<file path="src/rtl/seaquest_obs_serializer.sv">
// Captures one Seaquest step result and streams it to the host as a framed 32-bit word sequence.
// Optional trailing checksum word: define SEAQUEST_SER_CHECKSUM_EN.
module seaquest_obs_serializer #(
    parameter int unsigned OBS_WL = 736,
    parameter int unsigned RWD_WL = 32
) (
    input  logic              i_clk,
    input  logic              i_rstn,
    input  logic              i_valid,
    input  logic [OBS_WL-1:0] i_obs,
    input  logic [RWD_WL-1:0] i_rwd,
    input  logic              i_done,
    output logic [31:0]       o_tdata,
    output logic              o_tvalid,
    output logic              o_tlast,
    input  logic              i_tready,
    output logic              o_busy,
    output logic [15:0]       o_frame_cnt,
    output logic [15:0]       o_drop_cnt
);

    localparam int unsigned OBS_WORDS = OBS_WL / 32;
`ifdef SEAQUEST_SER_CHECKSUM_EN
    localparam int unsigned LAST = OBS_WORDS + 2;
`else
    localparam int unsigned LAST = OBS_WORDS + 1;
`endif
    localparam int unsigned IDX_W = $clog2(LAST + 1);
    localparam logic [IDX_W-1:0] LAST_IDX = IDX_W'(LAST);
    localparam logic [IDX_W-1:0] OBS_IDX  = IDX_W'(OBS_WORDS);
    localparam logic [IDX_W-1:0] RWD_IDX  = IDX_W'(OBS_WORDS + 1);

    typedef enum logic {
        IDLE,
        SEND
    } state_t;

    state_t              state_q, state_d;
    logic [IDX_W-1:0]    idx_q, idx_d;
    logic [OBS_WL-1:0]   obs_q, obs_d;
    logic [RWD_WL-1:0]   rwd_q, rwd_d;
    logic                done_q, done_d;
    logic [15:0]         seq_q, seq_d;
    logic [15:0]         fcnt_q, fcnt_d;
    logic [15:0]         dcnt_q, dcnt_d;
    logic [31:0]         tdata_q, tdata_d;
    logic                tvalid_q, tvalid_d;
    logic                tlast_q, tlast_d;
`ifdef SEAQUEST_SER_CHECKSUM_EN
    logic [31:0]         csum_q, csum_d;
`endif

    logic                hs;
    logic                last_hs;
    logic                accept;
    logic [31:0]         hdr_d;
    logic [31:0]         word_d;

    // Observation word k (1-based) counted from the MSB end.
    function automatic logic [31:0] obs_word(input logic [OBS_WL-1:0] obs, input logic [IDX_W-1:0] k);
        logic [OBS_WL-1:0] sh;
        sh = obs >> (32 * (OBS_WORDS - 32'(k)));
        return sh[31:0];
    endfunction

`ifdef SEAQUEST_SER_CHECKSUM_EN
    function automatic logic [31:0] obs_xor(input logic [OBS_WL-1:0] obs);
        logic [OBS_WL-1:0] t;
        logic [31:0]       x;
        t = obs;
        x = '0;
        for (int unsigned k = 0; k < OBS_WORDS; k++) begin
            x = x ^ t[31:0];
            t = t >> 32;
        end
        return x;
    endfunction
`endif

    always_comb begin
        hs      = tvalid_q && i_tready;
        last_hs = hs && (idx_q == LAST_IDX);
        accept  = i_valid && ((state_q == IDLE) || last_hs);

        state_d = state_q;
        idx_d   = idx_q;
        obs_d   = obs_q;
        rwd_d   = rwd_q;
        done_d  = done_q;
        seq_d   = seq_q;
        fcnt_d  = fcnt_q;
        dcnt_d  = dcnt_q;
`ifdef SEAQUEST_SER_CHECKSUM_EN
        csum_d  = csum_q;
`endif

        if (accept) begin
            obs_d   = i_obs;
            rwd_d   = i_rwd;
            done_d  = i_done;
            seq_d   = fcnt_q;
            fcnt_d  = fcnt_q + 16'd1;
            idx_d   = '0;
            state_d = SEND;
`ifdef SEAQUEST_SER_CHECKSUM_EN
            csum_d  = {8'hA5, 7'd0, i_done, fcnt_q} ^ obs_xor(i_obs) ^ i_rwd;
`endif
        end else begin
            if (i_valid && (dcnt_q != '1)) begin
                dcnt_d = dcnt_q + 16'd1;
            end
            if (last_hs) begin
                state_d = IDLE;
                idx_d   = '0;
            end else if (hs) begin
                idx_d = idx_q + IDX_W'(1);
            end
        end

        // Output registers are loaded from the next-state frame so a new header appears one cycle after accept.
        hdr_d = {8'hA5, 7'd0, done_d, seq_d};
        if (idx_d == '0) begin
            word_d = hdr_d;
        end else if (idx_d <= OBS_IDX) begin
            word_d = obs_word(obs_d, idx_d);
        end else if (idx_d == RWD_IDX) begin
            word_d = rwd_d;
        end else begin
`ifdef SEAQUEST_SER_CHECKSUM_EN
            word_d = csum_d;
`else
            word_d = '0;
`endif
        end

        tvalid_d = (state_d == SEND);
        tdata_d  = tvalid_d ? word_d : '0;
        tlast_d  = tvalid_d && (idx_d == LAST_IDX);
    end

    always_ff @(posedge i_clk) begin
        if (!i_rstn) begin
            state_q  <= IDLE;
            idx_q    <= '0;
            obs_q    <= '0;
            rwd_q    <= '0;
            done_q   <= 1'b0;
            seq_q    <= '0;
            fcnt_q   <= '0;
            dcnt_q   <= '0;
            tdata_q  <= '0;
            tvalid_q <= 1'b0;
            tlast_q  <= 1'b0;
`ifdef SEAQUEST_SER_CHECKSUM_EN
            csum_q   <= '0;
`endif
        end else begin
            state_q  <= state_d;
            idx_q    <= idx_d;
            obs_q    <= obs_d;
            rwd_q    <= rwd_d;
            done_q   <= done_d;
            seq_q    <= seq_d;
            fcnt_q   <= fcnt_d;
            dcnt_q   <= dcnt_d;
            tdata_q  <= tdata_d;
            tvalid_q <= tvalid_d;
            tlast_q  <= tlast_d;
`ifdef SEAQUEST_SER_CHECKSUM_EN
            csum_q   <= csum_d;
`endif
        end
    end

    assign o_tdata     = tdata_q;
    assign o_tvalid    = tvalid_q;
    assign o_tlast     = tlast_q;
    assign o_busy      = (state_q == SEND);
    assign o_frame_cnt = fcnt_q;
    assign o_drop_cnt  = dcnt_q;

endmodule

</file>
<file path="config.mk">
export PLATFORM = sky130hd
export DESIGN_NAME = seaquest_obs_serializer
export DESIGN_NICKNAME = d
export VERILOG_FILES = /design/src/rtl/seaquest_obs_serializer.sv
export SDC_FILE = /design/constraint.sdc
export NUM_CORES = 2
export LEC_CHECK = 0
export CELL_PAD_IN_SITES_DETAIL_PLACEMENT = 1
export CELL_PAD_IN_SITES_GLOBAL_PLACEMENT = 1
export CORE_AREA = 8 8 317 319
export CTS_CLUSTER_SIZE = 12
export DETAILED_ROUTE_END_ITERATION = 7
export DIE_AREA = 0 0 325 327
export DONT_BUFFER_PORTS = 1
export HOLD_SLACK_MARGIN = 0.1
export PLACE_DENSITY_LB_ADDON = 0.1
export SLEW_MARGIN = 25
export SYNTH_ARGS = -nofsm -noshare
export SYNTH_HDL_FRONTEND = slang
export SYNTH_SLANG_ARGS = --single-unit
</file>
<file path="constraint.sdc">
create_clock -name i_clk -period 6.65 [get_ports i_clk]
set_input_delay 1.33 -clock i_clk [delete_from_list [all_inputs] [get_ports i_clk]]
set_output_delay 1.33 -clock i_clk [all_outputs]
set_load 0.05 [all_outputs]
</file>
# Yosys cells after proc, flatten, opt, wreduce, memory -nomap -nowiden
# Cells that the tools add are included.
[totals]
reg_bits = 856
input_bits = 773
output_inout_bits = 67
elab_cells = 46
[op_classes]
addsub = 4
n_lt_le_gt_ge = 1
n_eq_ne = 3
shift = 1
muxes = 12
bitwise = 4
reduce_logical = 10
[ops]
columns = ["op", "count"]
rows = [
  ["$mux 736", 1],
  ["$shr 736x32->32", 1],
  ["$mux 32", 4],
  ["$add 16x1->16 const B", 2],
  ["$mux 16", 1],
  ["$ne 16x16->1 const B", 1],
  ["$mux 5", 3],
  ["$eq 5x5->1 const B", 2],
  ["$sub 5x5->6 const A", 1],
  ["$add 5x1->5 const B", 1],
  ["$le 5x5->1 const B", 1],
  ["$logic_and 1x1->1", 5],
  ["$logic_not 5->1", 1],
  ["$not 1->1", 4],
  ["$reduce_and 2->1", 2],
  ["$mux 1", 3],
  ["$reduce_or 3->1", 1],
  ["$logic_or 1x1->1", 1],
]

# Depth between registers and ports, before layout
[logic_depth]
ltp_word = 9
ltp_mapped = 19
depth_no_buf = 13

# Least setup slack after synthesis
# No wires, ideal clock.
[synth_timing]
path_kind = "in2reg"
from = "input i_tready"
to = "register tdata_q[10] (netlist: o_tdata[10])"
setup_ps = 115
arrival_time_ps = 4241
t_required_ps = 6535
setup_slack_ps = 2294
path_stages = 16
path_buffers = 5
path_cell_list = "and2_1 buf_4 a221oi_2 nand2_1 inv_2 buf_4 buf_2 ha_1 clkbuf_1 inv_1 a21oi_2 nand2_1 clkbuf_1 nor3_1 nor4_1 o21a_1"
[synth_between]
elab_chain_len = 9
elab_cells_between_ends = 21
classes_between = "add/sub: 1; order compare: 1; eq/ne: 1; shift: 1; mux: 11; reduce/logical: 6"
[synth_rtl]
columns = ["item", "line", "rtl"]
rows = [
  ["start, declared", "16", "input logic i_tready,"],
  ["$logic_and 1x1->1 (*)", "81", "hs = tvalid_q && i_tready;"],
  ["$logic_and 1x1->1", "82", "last_hs = hs && (idx_q == LAST_IDX);"],
  ["$logic_or 1x1->1", "83", "accept = i_valid && ((state_q == IDLE) || last_hs);"],
  ["$logic_and 1x1->1", "83", ""],
  ["$mux 5 (*)", "97", "if (accept) begin"],
  ["named net idx_d[3]", "39", "logic [IDX_W-1:0] idx_q, idx_d;"],
  ["$sub 5x5->6 or $eq 5x5->1 (tied branches)", "62, 126", ""],
  ["$shr 736x32->32 or $mux 32 (tied branches)", "62, 126", ""],
  ["$mux 32", "124", "end else if (idx_d <= OBS_IDX) begin"],
  ["$mux 32 (*)", "122", "if (idx_d == '0) begin"],
  ["end signal, assigned", "166", "tdata_q <= tdata_d;"],
  ["end, declared", "46", "logic [31:0] tdata_q, tdata_d;"],
]
# The timed path passes the listed nets; every way through them passes the cells marked *.
# A chain may end at the register's enable or synchronous reset.

# Worst setup path in the final report
[layout_timing]
from = "register idx_q[0]"
to = "register tdata_q[18] (netlist: o_tdata[18])"
[layout_between]
elab_chain_len = 8
elab_cells_between_ends = 21
classes_between = "add/sub: 2; order compare: 1; eq/ne: 2; shift: 1; mux: 9; bitwise: 1; reduce/logical: 5"
[layout_rtl]
columns = ["item", "line", "rtl"]
rows = [
  ["start, declared", "39", ""],
  ["start signal, assigned", "159", "idx_q <= idx_d;"],
  ["parallel branches: the longest is 8 deep, another holds $sub 5x5->6", "--", ""],
]
# Several ways; the timed one is not identified.

==> flow_summary.json <==
{
  "holdBufCountCts": 0,
  "dr_total_vias": 35600,
  "initial_core_util": 0.414,
  "multi_input_area_sq_um": 20600,
  "syn_to_final_growth_pct": 9.51,
  "synthSimpleGateAreaFrac": 0.229,
  "place_inst": 5905,
  "fillers": 11500,
  "path_cells": "inv_1 > ha_1 > and4b_1 > a221oi_2 > nand2_1 > inv_2 > ha_1 > inv_1 > nand2_1 > nand3_1 > or4b_1 > o32ai_1",
  "cts_max_level": 3,
  "hp-class": "reg -> reg",
  "worstSetupPathType": "reg -> reg",
  "grt_pass1_vias": 35600,
  "ios": 840,
  "final-setup-viol-count": 0,
  "hold_viol_final": 0,
  "ys_seq_elements": 856,
  "antenna_found_initial": 41,
  "synth_edf_count": 0,
  "hold_path_startpoint": "obs_q[127]",
  "rows": 114,
  "cts_buffers": 99,
  "ant_nets": 0,
  "seq_area_frac_synth": 0.432,
  "async_flop_share": 0,
  "first_iter_violations": 3277,
  "drive_gt1_frac": 0.0539,
  "die_h_um": 327,
  "drcViolationCount": 0,
  "synth_compound_area_frac": 0.221,
  "drtPass1Iterations": 5,
  "yosys_warnings": 0,
  "timing.rr.start": "idx_q[0]",
  "die_w_um": 325,
  "worstMarginPinSlew_ns": 2.78,
  "synth-xor-area-share": 0.00700,
  "place_congestion": 1.00,
  "leakage_nw": 15.4,
  "cts.clk_slew.worst_paths_ns": 0.06,
  "cts.sink_count": 856,
  "synth_cell_types": 87,
  "drt_wl_total_um": 187000,
  "rrSetupSlack_ns": 1.40,
  "arrival_ns": 5.82,
  "wl_per_cell_um": 30.6,
  "cap_viol_max_count": 0,
  "detail_route.vias_per_cell": 5.81,
  "clock_latency_ns": 0.67,
  "syn_nets": 5763,
  "synthCells": 4985,
  "dieArea_sq_um": 106000,
  "max_freq_mhz": 191,
  "critPathLaunchType": "flop",
  "place.detailed.hpwl_um": 142000,
  "gr-usage-all-layers": 0.334,
  "cp-startpoint": "idx_q[0]",
  "rsz0062_at_grt": "no",
  "final_cell_mix": "1764 x nand2_1, 855 x dfxtp_1, 687 x a21boi_0",
  "setup.worst_path.end_class": "flop",
  "grt.overflow.total": 0,
  "synthFlopType": "dfxtp_1",
  "cp_max_fo": 16,
  "coreArea_sq_um": 95700,
  "peakVddDrop_mv": 0.163,
  "period_needed_ns": 5.25,
  "synth-adder-area-share": 0.00158,
  "slew_viol_final": 375,
  "synth_top_family_by_area": "simple AND/OR/NAND/NOR gates",
  "skew_ns": 0.0215,
  "post-route-period-util": 0.789,
  "regArea_sq_um": 17100,
  "ctsResizeCount": 0,
  "root_buffer": "clkbuf_16",
  "placed_area_sq_um": 40000,
  "slew_headroom": -0.851,
  "crit_path_max_incr_delay_ns": 0.73,
  "post_synth_instance_area_sq_um": 39700,
  "syn_avg_cell_area_sq_um": 7.96,
  "status": "complete, but fails checks",
  "clockBufferDepth": 3,
  "power_density_nw_per_um2": 288,
  "violations": "max-slew violations",
  "worstPathRequired_ns": 7.23,
  "crit_family": "simple AND/OR/NAND/NOR gates",
  "grt_first_pass_wirelength_um": 263000,
  "numPortBuffers": 0,
  "crit_path_top_delay_cell": "or4b_1",
  "cts_tree": "yes",
  "postCtsSetupRepairBufs": 0,
  "final_cells": 6120,
  "finish.net_count": 5508,
  "finish.instance_area_sq_um": 43400,
  "path_buf_inv": 3,
  "layout_commonest_cell": "nand2_1",
  "muxShareOfSynthArea": 0.0600,
  "grt_max_degree": 824,
  "tns_ns": 0
}
sequential cells by signal (all words and copies together) (netlist names):
signal / cells
obs_q: 736
o_tvalid: 1
idx_q: 5
o_tlast: 1
o_drop_cnt: 16
rwd_q: 32
o_frame_cnt: 16
seq_q: 16
o_tdata: 32
done_q: 1
power breakdown:
part | internal, mW | switching, mW
registers | 5.41 | 0.204
logic | 0.421 | 0.875
clock network | 3.31 | 2.28
per-layer routing:
metal | vias up | GRT usage | part of all wire | routed length [um]
li1 | 16400 | - | - | -
met1 | 17800 | 0.418 | 0.42 | 78300
met2 | 1181 | 0.546 | 0.47 | 87300
met3 | 247 | 0.0793 | 0.070 | 13100
met4 | 8 | 0.150 | 0.046 | 8550
met5 | - | 0 | 0.00026 | 49
cells in the mapped netlist (45+ instances only):
cell      number  area share
mux2i_1      224       0.057
a21oi_1      118       0.015
a31oi_1       45      0.0071
nor2_1        84      0.0079
dfxtp_1      856        0.43
a21boi_0     687        0.13
nand3_1       75      0.0095
nor2b_1       98       0.015
nand2_1     1766        0.17
clkbuf_1     195       0.018
buf_2        153       0.019
o21ai_0      155       0.020
worst min-delay path: cells and delay by family (launching register included):
family,cells,cell delay (ns)
flops,1,0.31
simple gates,1,0.05
compound gates,1,0.06
path summary, 6_finish.rpt:
check / to / cells past startpoint
max: o_tdata[18] / 12
min: obs_q[127] / 2
max reg2reg: o_tdata[18] / 12
min reg2reg: obs_q[127] / 2
layout make-up:
type / instances / share of cell area
timing repair buffer: 58 / 0.0147
inverter: 14 / 0.00121
clock inverter: 28 / 0.00639
multi-input combinational: 3701 / 0.475
tap: 1276 / 0.0367
antenna: 37 / 0.00213
clock buffer: 150 / 0.0696
sequential: 856 / 0.394
kinds of logic (layout without fill, tap and decap cells):
| kind of cell | after synthesis | after routing |
|---|---|---|
| fa+ha+maj | 5 | 5 |
| xor+xnor | 30 | 30 |
| flops | 856 | 856 |
| mux | 234 | 234 |
| other cells | 0 | 37 |
| compound gates | 1235 | 1235 |
| simple gates | 2197 | 2197 |
| buf+inv | 428 | 250 |
per-stage QoR:
stage / utilization / worst slack (ns) / power [mW] / hold slack [ns]
after floorplan: - / 2.29 / 6.56 / 0.436
after global placement: 0.418 / 1.51 / 6.96 / 0.446
after detailed placement: 0.418 / 1.38 / 6.99 / 0.454
after CTS: 0.453 / 1.55 / 12.5 / 0.462
after global routing: 0.454 / 1.20 / 12.9 / 0.477
final: 0.454 / 1.40 / 12.5 / 0.459
(Power assumes the default switching activity.)
